$ cat src/rtl/srmem_dbuf_ctrl.sv
// Purpose : double-buffered shift-register memory for the mask-share path; the
//           writer fills one bank of LEN_SRMEM x NUM_RDPORT entries while the
//           reader drains (or recirculates) the other.
// Latency : a bank closed at edge N is readable (rdvalid, row 0 on dout) in cycle N+1;
//           a pop at edge N presents the next row in cycle N+1.
// Backpressure: wrfull high while the write bank is still unreleased, and
//           valid_din is ignored then; req_pop is ignored while rdvalid is low.
//
// Ports:
//   clk, rst_n               clock, asynchronous active-low reset
//   valid_din, din           write strobe and payload (stored as {1'b1, din})
//   is_lastdin               accepted write closes the bank
//   wrfull, wrend            write bank full; pulse when an accepted write closes a bank
//   req_pop, req_newdata     consume head row; on the final row, release (1) or recirculate (0)
//   rdvalid, dout            read bank holds a closed fill; head row, column I at [I*(DATA_BW+1) +: DATA_BW+1]
//   rdlast, rdend            pop is on the final row; pop releases the bank
//   bank_cnt                 closed, unreleased banks (0..2)

module srmem_dbuf_ctrl #(
  parameter int NUM_RDPORT = 4,
  parameter int LEN_SRMEM  = 8,
  parameter int DATA_BW    = 16
) (
  input  logic                              clk,
  input  logic                              rst_n,
  input  logic                              valid_din,
  input  logic [DATA_BW-1:0]                din,
  input  logic                              is_lastdin,
  output logic                              wrfull,
  output logic                              wrend,
  input  logic                              req_pop,
  input  logic                              req_newdata,
  output logic                              rdvalid,
  output logic [NUM_RDPORT*(DATA_BW+1)-1:0] dout,
  output logic                              rdlast,
  output logic                              rdend,
  output logic [1:0]                        bank_cnt
);

  localparam int EW  = DATA_BW + 1;
  localparam int RW  = $clog2(LEN_SRMEM);
  localparam int CW  = (NUM_RDPORT > 1) ? $clog2(NUM_RDPORT) : 1;
  localparam int NRW = RW + 1;

  logic                 wr_bank;
  logic                 rd_bank;
  logic [1:0]           bank_full;
  logic [RW-1:0]        wrrow;
  logic [CW-1:0]        wrcol;
  logic [RW-1:0]        rdrow;
  logic [NRW-1:0]       nrows [2];
  logic [EW-1:0]        mem   [2][LEN_SRMEM][NUM_RDPORT];

  logic                 wr_acc;
  logic                 wr_at_end;
  logic                 wr_close;
  logic                 pop;
  logic [NRW-1:0]       rd_last_row;
  logic                 rd_at_last;
  logic                 rd_release;

  assign wrfull      = bank_full[wr_bank];
  assign rdvalid     = bank_full[rd_bank];

  assign wr_acc      = valid_din & ~wrfull;
  // Landing on the very last slot closes the bank even without is_lastdin.
  assign wr_at_end   = (wrrow == RW'(LEN_SRMEM - 1)) && (wrcol == CW'(NUM_RDPORT - 1));
  assign wr_close    = wr_acc & (is_lastdin | wr_at_end);
  assign wrend       = wr_close;

  assign pop         = req_pop & rdvalid;
  assign rd_last_row = nrows[rd_bank] - NRW'(1);
  assign rd_at_last  = ({1'b0, rdrow} == rd_last_row);
  assign rdlast      = pop & rd_at_last;
  assign rd_release  = rdlast & req_newdata;
  assign rdend       = rd_release;

  // Closed banks are exactly those with bank_full set, so the count follows
  // close/release (and asynchronous reset) with no extra state.
  assign bank_cnt    = {1'b0, bank_full[0]} + {1'b0, bank_full[1]};

  // Pointer and bank bookkeeping. A release and a write never hit the same
  // bank in one cycle: the write would have seen wrfull=1.
  always_ff @(posedge clk or negedge rst_n) begin
    if (!rst_n) begin
      wr_bank   <= 1'b0;
      rd_bank   <= 1'b0;
      bank_full <= 2'b00;
      wrrow     <= '0;
      wrcol     <= '0;
      rdrow     <= '0;
      nrows[0]  <= '0;
      nrows[1]  <= '0;
    end else begin
      if (wr_acc) begin
        if (wr_close) begin
          bank_full[wr_bank] <= 1'b1;
          nrows[wr_bank]     <= NRW'(wrrow) + NRW'(1);
          wr_bank            <= ~wr_bank;
          wrrow              <= '0;
          wrcol              <= '0;
        end else if (wrcol == CW'(NUM_RDPORT - 1)) begin
          wrcol <= '0;
          wrrow <= wrrow + RW'(1);
        end else begin
          wrcol <= wrcol + CW'(1);
        end
      end
      if (pop) begin
        if (rd_at_last) begin
          rdrow <= '0;
          if (req_newdata) begin
            bank_full[rd_bank] <= 1'b0;
            rd_bank            <= ~rd_bank;
          end
        end else begin
          rdrow <= rdrow + RW'(1);
        end
      end
    end
  end

  // Storage. Releasing a bank drops its valid bits so a later short fill
  // reads the untouched slots as invalid padding.
  always_ff @(posedge clk or negedge rst_n) begin
    if (!rst_n) begin
      for (int b = 0; b < 2; b++)
        for (int r = 0; r < LEN_SRMEM; r++)
          for (int c = 0; c < NUM_RDPORT; c++)
            mem[b][r][c] <= '0;
    end else begin
      if (rd_release) begin
        for (int r = 0; r < LEN_SRMEM; r++)
          for (int c = 0; c < NUM_RDPORT; c++)
            mem[rd_bank][r][c][DATA_BW] <= 1'b0;
      end
      if (wr_acc)
        mem[wr_bank][wrrow][wrcol] <= {1'b1, din};
    end
  end

  always_comb begin
    dout = '0;
    if (rdvalid) begin
      for (int c = 0; c < NUM_RDPORT; c++)
        dout[c*EW +: EW] = mem[rd_bank][rdrow][c];
    end
  end

endmodule

$ cat config.mk
export PLATFORM = sky130hd
export DESIGN_NAME = srmem_dbuf_ctrl
export DESIGN_NICKNAME = d
export VERILOG_FILES = /design/src/rtl/srmem_dbuf_ctrl.sv
export SDC_FILE = /design/constraint.sdc
export NUM_CORES = 1
export LEC_CHECK = 0
export CAP_MARGIN = 20
export CORE_MARGIN = 5
export CORE_UTILIZATION = 45
export CTS_BUF_LIST = sky130_fd_sc_hd__clkbuf_2 sky130_fd_sc_hd__clkbuf_4 sky130_fd_sc_hd__clkbuf_8
export DETAILED_ROUTE_END_ITERATION = 8
export DONT_BUFFER_PORTS = 1
export GPL_ROUTABILITY_DRIVEN = 0
export GPL_TIMING_DRIVEN = 0
export PLACE_DENSITY = 0.57
export SYNTH_ARGS = -nofsm -noshare
export SYNTH_HDL_FRONTEND = slang
export SYNTH_SLANG_ARGS = --single-unit
$ cat constraint.sdc
create_clock -name clk -period 7 [get_ports clk]
set_input_delay 2.1 -clock clk [delete_from_list [all_inputs] [get_ports clk]]
set_output_delay 2.1 -clock clk [all_outputs]
set_load 0.03 [all_outputs]
==> results.toml, run 1 <==
[run_status]
outcome = "finished, violations left"
violations = "slew limit"

[critical_path]
r2r_start = "rd_bank"
slowest_delay_ps = 1070
cp_data_required_time_ps = 4900
regToRegSetupSlack_ps = 3100
worst_setup_path_end_kind = "output port"
worstRegToRegCells = 12
timing.critical_path.buf_inv = 3
critPathLaunchType = "register"
cp_top_family = "buffers and inverters"
critPathMostFrequentCell = "clkbuf_1"
r2r-end = "mem[849]"
critPathKind = "reg -> out"
crit_slowest_cell = "a21oi_1"
crit_start = "rdrow[1]"
crit_arrival_ps = 4800
cp_cell_sequence = "clkbuf_1 -> clkbuf_1 -> clkbuf_1 -> mux4_2 -> a22oi_1 -> a21oi_1"
critPathMaxFanout = 10

[sta]
timing.fmax_mhz = 145
worst_pin_slew_ps = 1680
setup_viol = 0
fin_crit_sh = 0.986
rsz0062_at_grt = "false"
relSlewSlack = -0.123
finClkSkew_ps = 44.9
tns_ps = 0
period_needed_ps = 6900
hold_viol = 0
slew_viol_final = 315

[cells_and_area]
fill_cells = 9382
syn_to_final_growth_pct = 12.4
nets = 3409
drive_gt1_frac = 0.507

[power]
switchingPower_mw = 6.63
power.share.clock = 0.313
pwr-share-comb = 0.288
power_frac_seq = 0.400
internal_power_mw = 12.7
vdd_drop_max_uv = 257
p_total_mw = 19.3
p_leak_nw = 26.7
switching_share = 0.344
p_per_area_mw_per_mm2 = 345

[hold_path]
hp-class = "reg -> reg"
min_from = "mem[186]"
holdPathStages = 1
hold_end = "mem[186]"

[cts]
cts_hold_buf = 0
clockRootBuffer = "clkbuf_8"
path_clk_slew_ps = 60
clk_latency_ps = 860
htree_levels = 4
clock_sink_count = 1108
clockBufferDepth = 3
postCtsSetupBuffers = 0
cts_tree = "yes"
numCtsBuffers = 185
ctsResizeCount = 0

[grt]
antenna_found_initial = 3
grtUsageTotal = 0.293
grt_max_degree = 1109
grt_pass1_vias = 33300
grt_pass1_wl_mm = 244
grt_overflow = 0

[synth]
yosys.area.top_type = "dfrtp_1"
synth_flop_cell = "dfrtp_1"
synth_warnings = 0
ys_seq_elements = 1108
synth_area_leaders = "dfrtp_1 (56%), mux2_2 (23%), mux4_2 (12%)"
synthCells = 3163
async_reset_ff_frac = 1.00
synth.yosys.seq_area_share = 0.558
netlist-cell-type-count = 42
netlist_area_sq_mm = 0.0497
syn_nets = 3194
synth-edff-count = 0
synth_top_cell_area_share = 0.558
synth_area_per_cell_sq_um = 15.7

[floorplan]
core_area_sq_mm = 0.110
io_pins = 97
die_w_um = 342
die-area_sq_mm = 0.117
start_util = 0.451
rows = 122
die_h_um = 342

[route]
wl_per_cell_um = 34.3
drc = 0
finalWirelength_mm = 172
postRouteAntennaNets = 0
vias = 31100
vias_per_cell = 6.22
drtPass1Iterations = 5
first_iter_violations = 2574

[placement]
hpwl_mm = 121
portBuffers = 0

[flow_run]
drv_cap = 0
-- cell usage in the layout (no fill, tap or decap), drive strengths merged, types with 6 or more instances in the layout --
master	count
mux2	1028
clkinv	13
nor3	8
nand2	74
a22o	48
mux4	272
nand3	7
inv	6
a22oi	136
a21o	19
a21oi	72
clkbuf	465
nor2	25
ha	9
dfrtp	1108
o21ai	10
mux2i	6
buf	160
-- sequential cells by signal (all words and copies together), names as in the netlist --
register	flops
nrows	8
mem	1088
wrrow	3
rdrow	3
wrcol	2
rd_bank	1
wr_bank	1
bank_full	2
-- area by class of cell --
| class | instances | area (sq um) | share of cell area |
|---|---|---|---|
| plain buffers | 304 | 1290 | 0.0230 |
| flip-flops and latches | 1108 | 27700 | 0.496 |
| multi-input cells | 1747 | 20700 | 0.370 |
| inverters | 4 | 15.0 | 0.000269 |
| clock inverters | 24 | 243 | 0.00434 |
| well taps | 1488 | 1860 | 0.0333 |
| clock buffers | 293 | 3610 | 0.0647 |
| repair buffers | 28 | 452 | 0.00808 |
| diodes | 5 | 12.5 | 0.000224 |
-- kinds of logic (layout without fill, tap and decap cells) --
kind of cell,Yosys count,after routing,share of synthesized area
adders and majority gates,9,9,0.00227
other,0,5,0
buffers and inverters,308,653,0.0262
xor gates and xnor gates,6,6,0.00106
muxes,1306,1306,0.357
and+or+nand+nor,137,137,0.0144
DFF,1108,1108,0.558
AOI/OAI and AO/OA,289,289,0.0407
-- worst max-delay path by stage --
stage | endpoint | slack (ps) | depth (start not counted)
floorplan | wrend | 1950 | 3
global placement | dout[23] | 1180 | 6
detailed placement | dout[57] | 1180 | 6
CTS | dout[57] | 220 | 6
global route | dout[5] | 130 | 6
finish | dout[5] | 100 | 6
-- per-layer routing --
layer	track usage	wire [um]	up-vias
met1	0.387	70600	17200
met2	0.459	80600	1259
met4	0.132	8100	0
met3	0.0761	12300	327
met5	0	0	-
li1	-	-	12300
-- through the flow --
step / area (sq um) / instances / hold slack (ps) / util / setup WS (ps)
after global placement: 51600 / 4651 / 462 / 0.468 / 1180
after global routing: 55900 / 5001 / 501 / 0.507 / 133
after floorplan: 49700 / 3163 / 444 / - / 1950
after detailed placement: 51700 / 4659 / 464 / 0.469 / 1180
final: 55900 / 5001 / 475 / 0.507 / 99.4
after CTS: 55500 / 4976 / 477 / 0.504 / 219
-- power by group through the flow --
| stage | registers [mW] | logic, mW | clock network (mW) |
|---|---|---|---|
| final | 7.71 | 5.55 | 6.03 |
| after detailed placement | 7.79 | 5.31 | 0 |
| after floorplan | 7.62 | 3.54 | 0 |
| after CTS | 7.69 | 5.32 | 6.11 |
| after global placement | 7.71 | 5.20 | 0 |
| after global routing | 7.77 | 5.81 | 6.41 |
-- Yosys cell counts (8+ instances only) --
cell,instances
a21o_1,19
a21oi_1,72
a22o_1,48
a22oi_1,136
buf_1,27
buf_2,107
clkbuf_1,167
dfrtp_1,1108
ha_1,9
mux2_1,8
mux2_2,1020
mux4_2,272
nand2_1,72
nor2_2,20
o21ai_0,10
Power figures use the tool's default switching activity.
==> run 2, diff against run 1 <==
- RECOVER_POWER: not set -> 50
- clock period: 7 -> 7.95 ns (I/O delays scaled with it)
==> run 2 against run 1 <==
Effect of this change:
- the flow finishes with violations (capacitance limit, slew limit)
- worst hold slack lost 2.4 ps
- total power fell by 12%
- register-to-register slack improved by 440 ps
- critical path type unchanged
- largest cell class unchanged
- largest power group unchanged
==> results.toml, run 2 (synthesis results as in run 1) <==
[floorplan]
rows = 122
io_pins = 97
die_w_um = 342
core_area_sq_mm = 0.110
die_h_um = 342
die-area_sq_mm = 0.117
start_util = 0.451

[power]
power.share.clock = 0.313
internal_power_mw = 11.1
p_per_area_mw_per_mm2 = 304
power_frac_seq = 0.400
p_leak_nw = 26.7
switching_share = 0.343
pwr-share-comb = 0.287
vdd_drop_max_uv = 226
switchingPower_mw = 5.83

[cells_and_area]
nets = 3409
fill_cells = 9422
final_cell_mix = "dfrtp_1 (1108), mux2_2 (1020), mux4_2 (272), clkbuf_8 (231), clkbuf_1 (204)"
drive_gt1_frac = 0.490
regMostFlops = "mem"
largest_register_ffs = 1088
reg_top3 = "mem: 1088 flops, nrows: 8 flops"
mostFrequentLayoutCell = "dfrtp_1"
syn_to_final_growth_pct = 12.2
fin_area_sq_mm = 0.0557
instances_no_fill = 5004

[cts]
clockBufferDepth = 3
cts_hold_buf = 0
cts_tree = "yes"
ctsResizeCount = 0
postCtsSetupBuffers = 0
clk_latency_ps = 860
path_clk_slew_ps = 60
numCtsBuffers = 185
htree_levels = 4
clockRootBuffer = "clkbuf_8"
clock_sink_count = 1108

[sta]
tns_ps = 0
hold_viol = 0
period_needed_ps = 7200
setup_viol = 0
relSlewSlack = -2.01
rsz0062_at_grt = "false"
timing.fmax_mhz = 139
worst_pin_slew_ps = 4520
fin_crit_sh = 0.905
slew_viol_final = 324
finClkSkew_ps = 43.4

[route]
vias = 31000
first_iter_violations = 2406
postRouteAntennaNets = 0
vias_per_cell = 6.20
drc = 0
finalWirelength_mm = 171
drtPass1Iterations = 5
wl_per_cell_um = 34.3

[critical_path]
critPathMaxFanout = 10
worst_setup_path_end_kind = "output port"
worstRegToRegCells = 12
r2r_start = "rd_bank"
cp_data_required_time_ps = 5570
critPathKind = "reg -> out"
r2r-end = "mem[747]"
crit_arrival_ps = 4810
regToRegSetupSlack_ps = 3540
critPathLaunchType = "register"

[placement]
dp.cells = 4659
place_area_sq_mm = 0.0517
hpwl_mm = 121
portBuffers = 0

[flow_run]
drv_cap = 2

[run_status]
outcome = "finished, violations left"
violations = "capacitance limit, slew limit"

[hold_path]
hp-class = "reg -> reg"
min_from = "mem[186]"
holdPathStages = 1
hold_end = "mem[186]"

[grt]
antenna_found_initial = 2
grtUsageTotal = 0.293
grt_pass1_wl_mm = 244
grt_overflow = 0
grt_pass1_vias = 33300
grt_max_degree = 1109
## run 2: cell count changes in the layout (fill, tap and decap cells not counted), sizes merged
| cell | before | now |
|---|---|---|
| clkbuf | 465 | 503 |
| diode | 5 | 8 |
| buf | 160 | 122 |
## run 2: critical path, cell delays in order, from the launching register on
cell and delay (ps):
dfrtp_1 400, buf_4 260, buf_2 270, clkbuf_1 920
buf_2 510, mux2i_1 250, ha_1 260, xnor2_1 160
nor4_4 310, nor2b_1 260, and2_1 340
## run 2: how the worst max path moves through the flow
stage,from,end,slack (ps)
floorplan,valid_din,wrend,2330
CTS,rdrow[0],dout[57],880
global route,rd_bank,rdlast,510
detailed placement,rdrow[0],dout[57],1840
finish,rd_bank,rdlast,750
global placement,rdrow[1],dout[23],1840
## run 2: final cells by class
| type | count | area (sq um) | area share |
|---|---|---|---|
| Antenna cell | 8 | 20.0 | 0.000359 |
| Buffer | 304 | 1240 | 0.0223 |
| Clock buffer | 293 | 3610 | 0.0648 |
| Clock inverter | 24 | 243 | 0.00435 |
| Inverter | 4 | 15.0 | 0.000269 |
| Multi-Input combinational cell | 1747 | 20600 | 0.369 |
| Sequential cell | 1108 | 27700 | 0.497 |
| Tap cell | 1488 | 1860 | 0.0334 |
| Timing Repair Buffer | 28 | 432 | 0.00774 |
## run 2: metal layers
metal / share of wire / GRT usage
met1: 0.41 / 0.387
met2: 0.47 / 0.459
met3: 0.070 / 0.0761
met4: 0.049 / 0.132
met5: 0 / 0
## run 2: power by group through the flow
stage	clock network (mW)	registers [mW]	logic, mW
4_1_cts	5.38	6.77	4.69
3_5_place_dp	0	6.86	4.68
5_1_grt	5.65	6.84	5.11
3_3_place_gp	0	6.79	4.58
2_1_floorplan	0	6.71	3.12
6_report	5.31	6.78	4.87
## run 2: per-stage QoR
stage	hold WS, ps	setup WS [ps]	power, mW	util
2_1_floorplan	444	2330	9.82	-
4_1_cts	477	884	16.8	0.504
5_1_grt	501	511	17.6	0.506
3_5_place_dp	464	1840	11.5	0.469
6_report	473	754	17.0	0.506
3_3_place_gp	462	1840	11.4	0.468
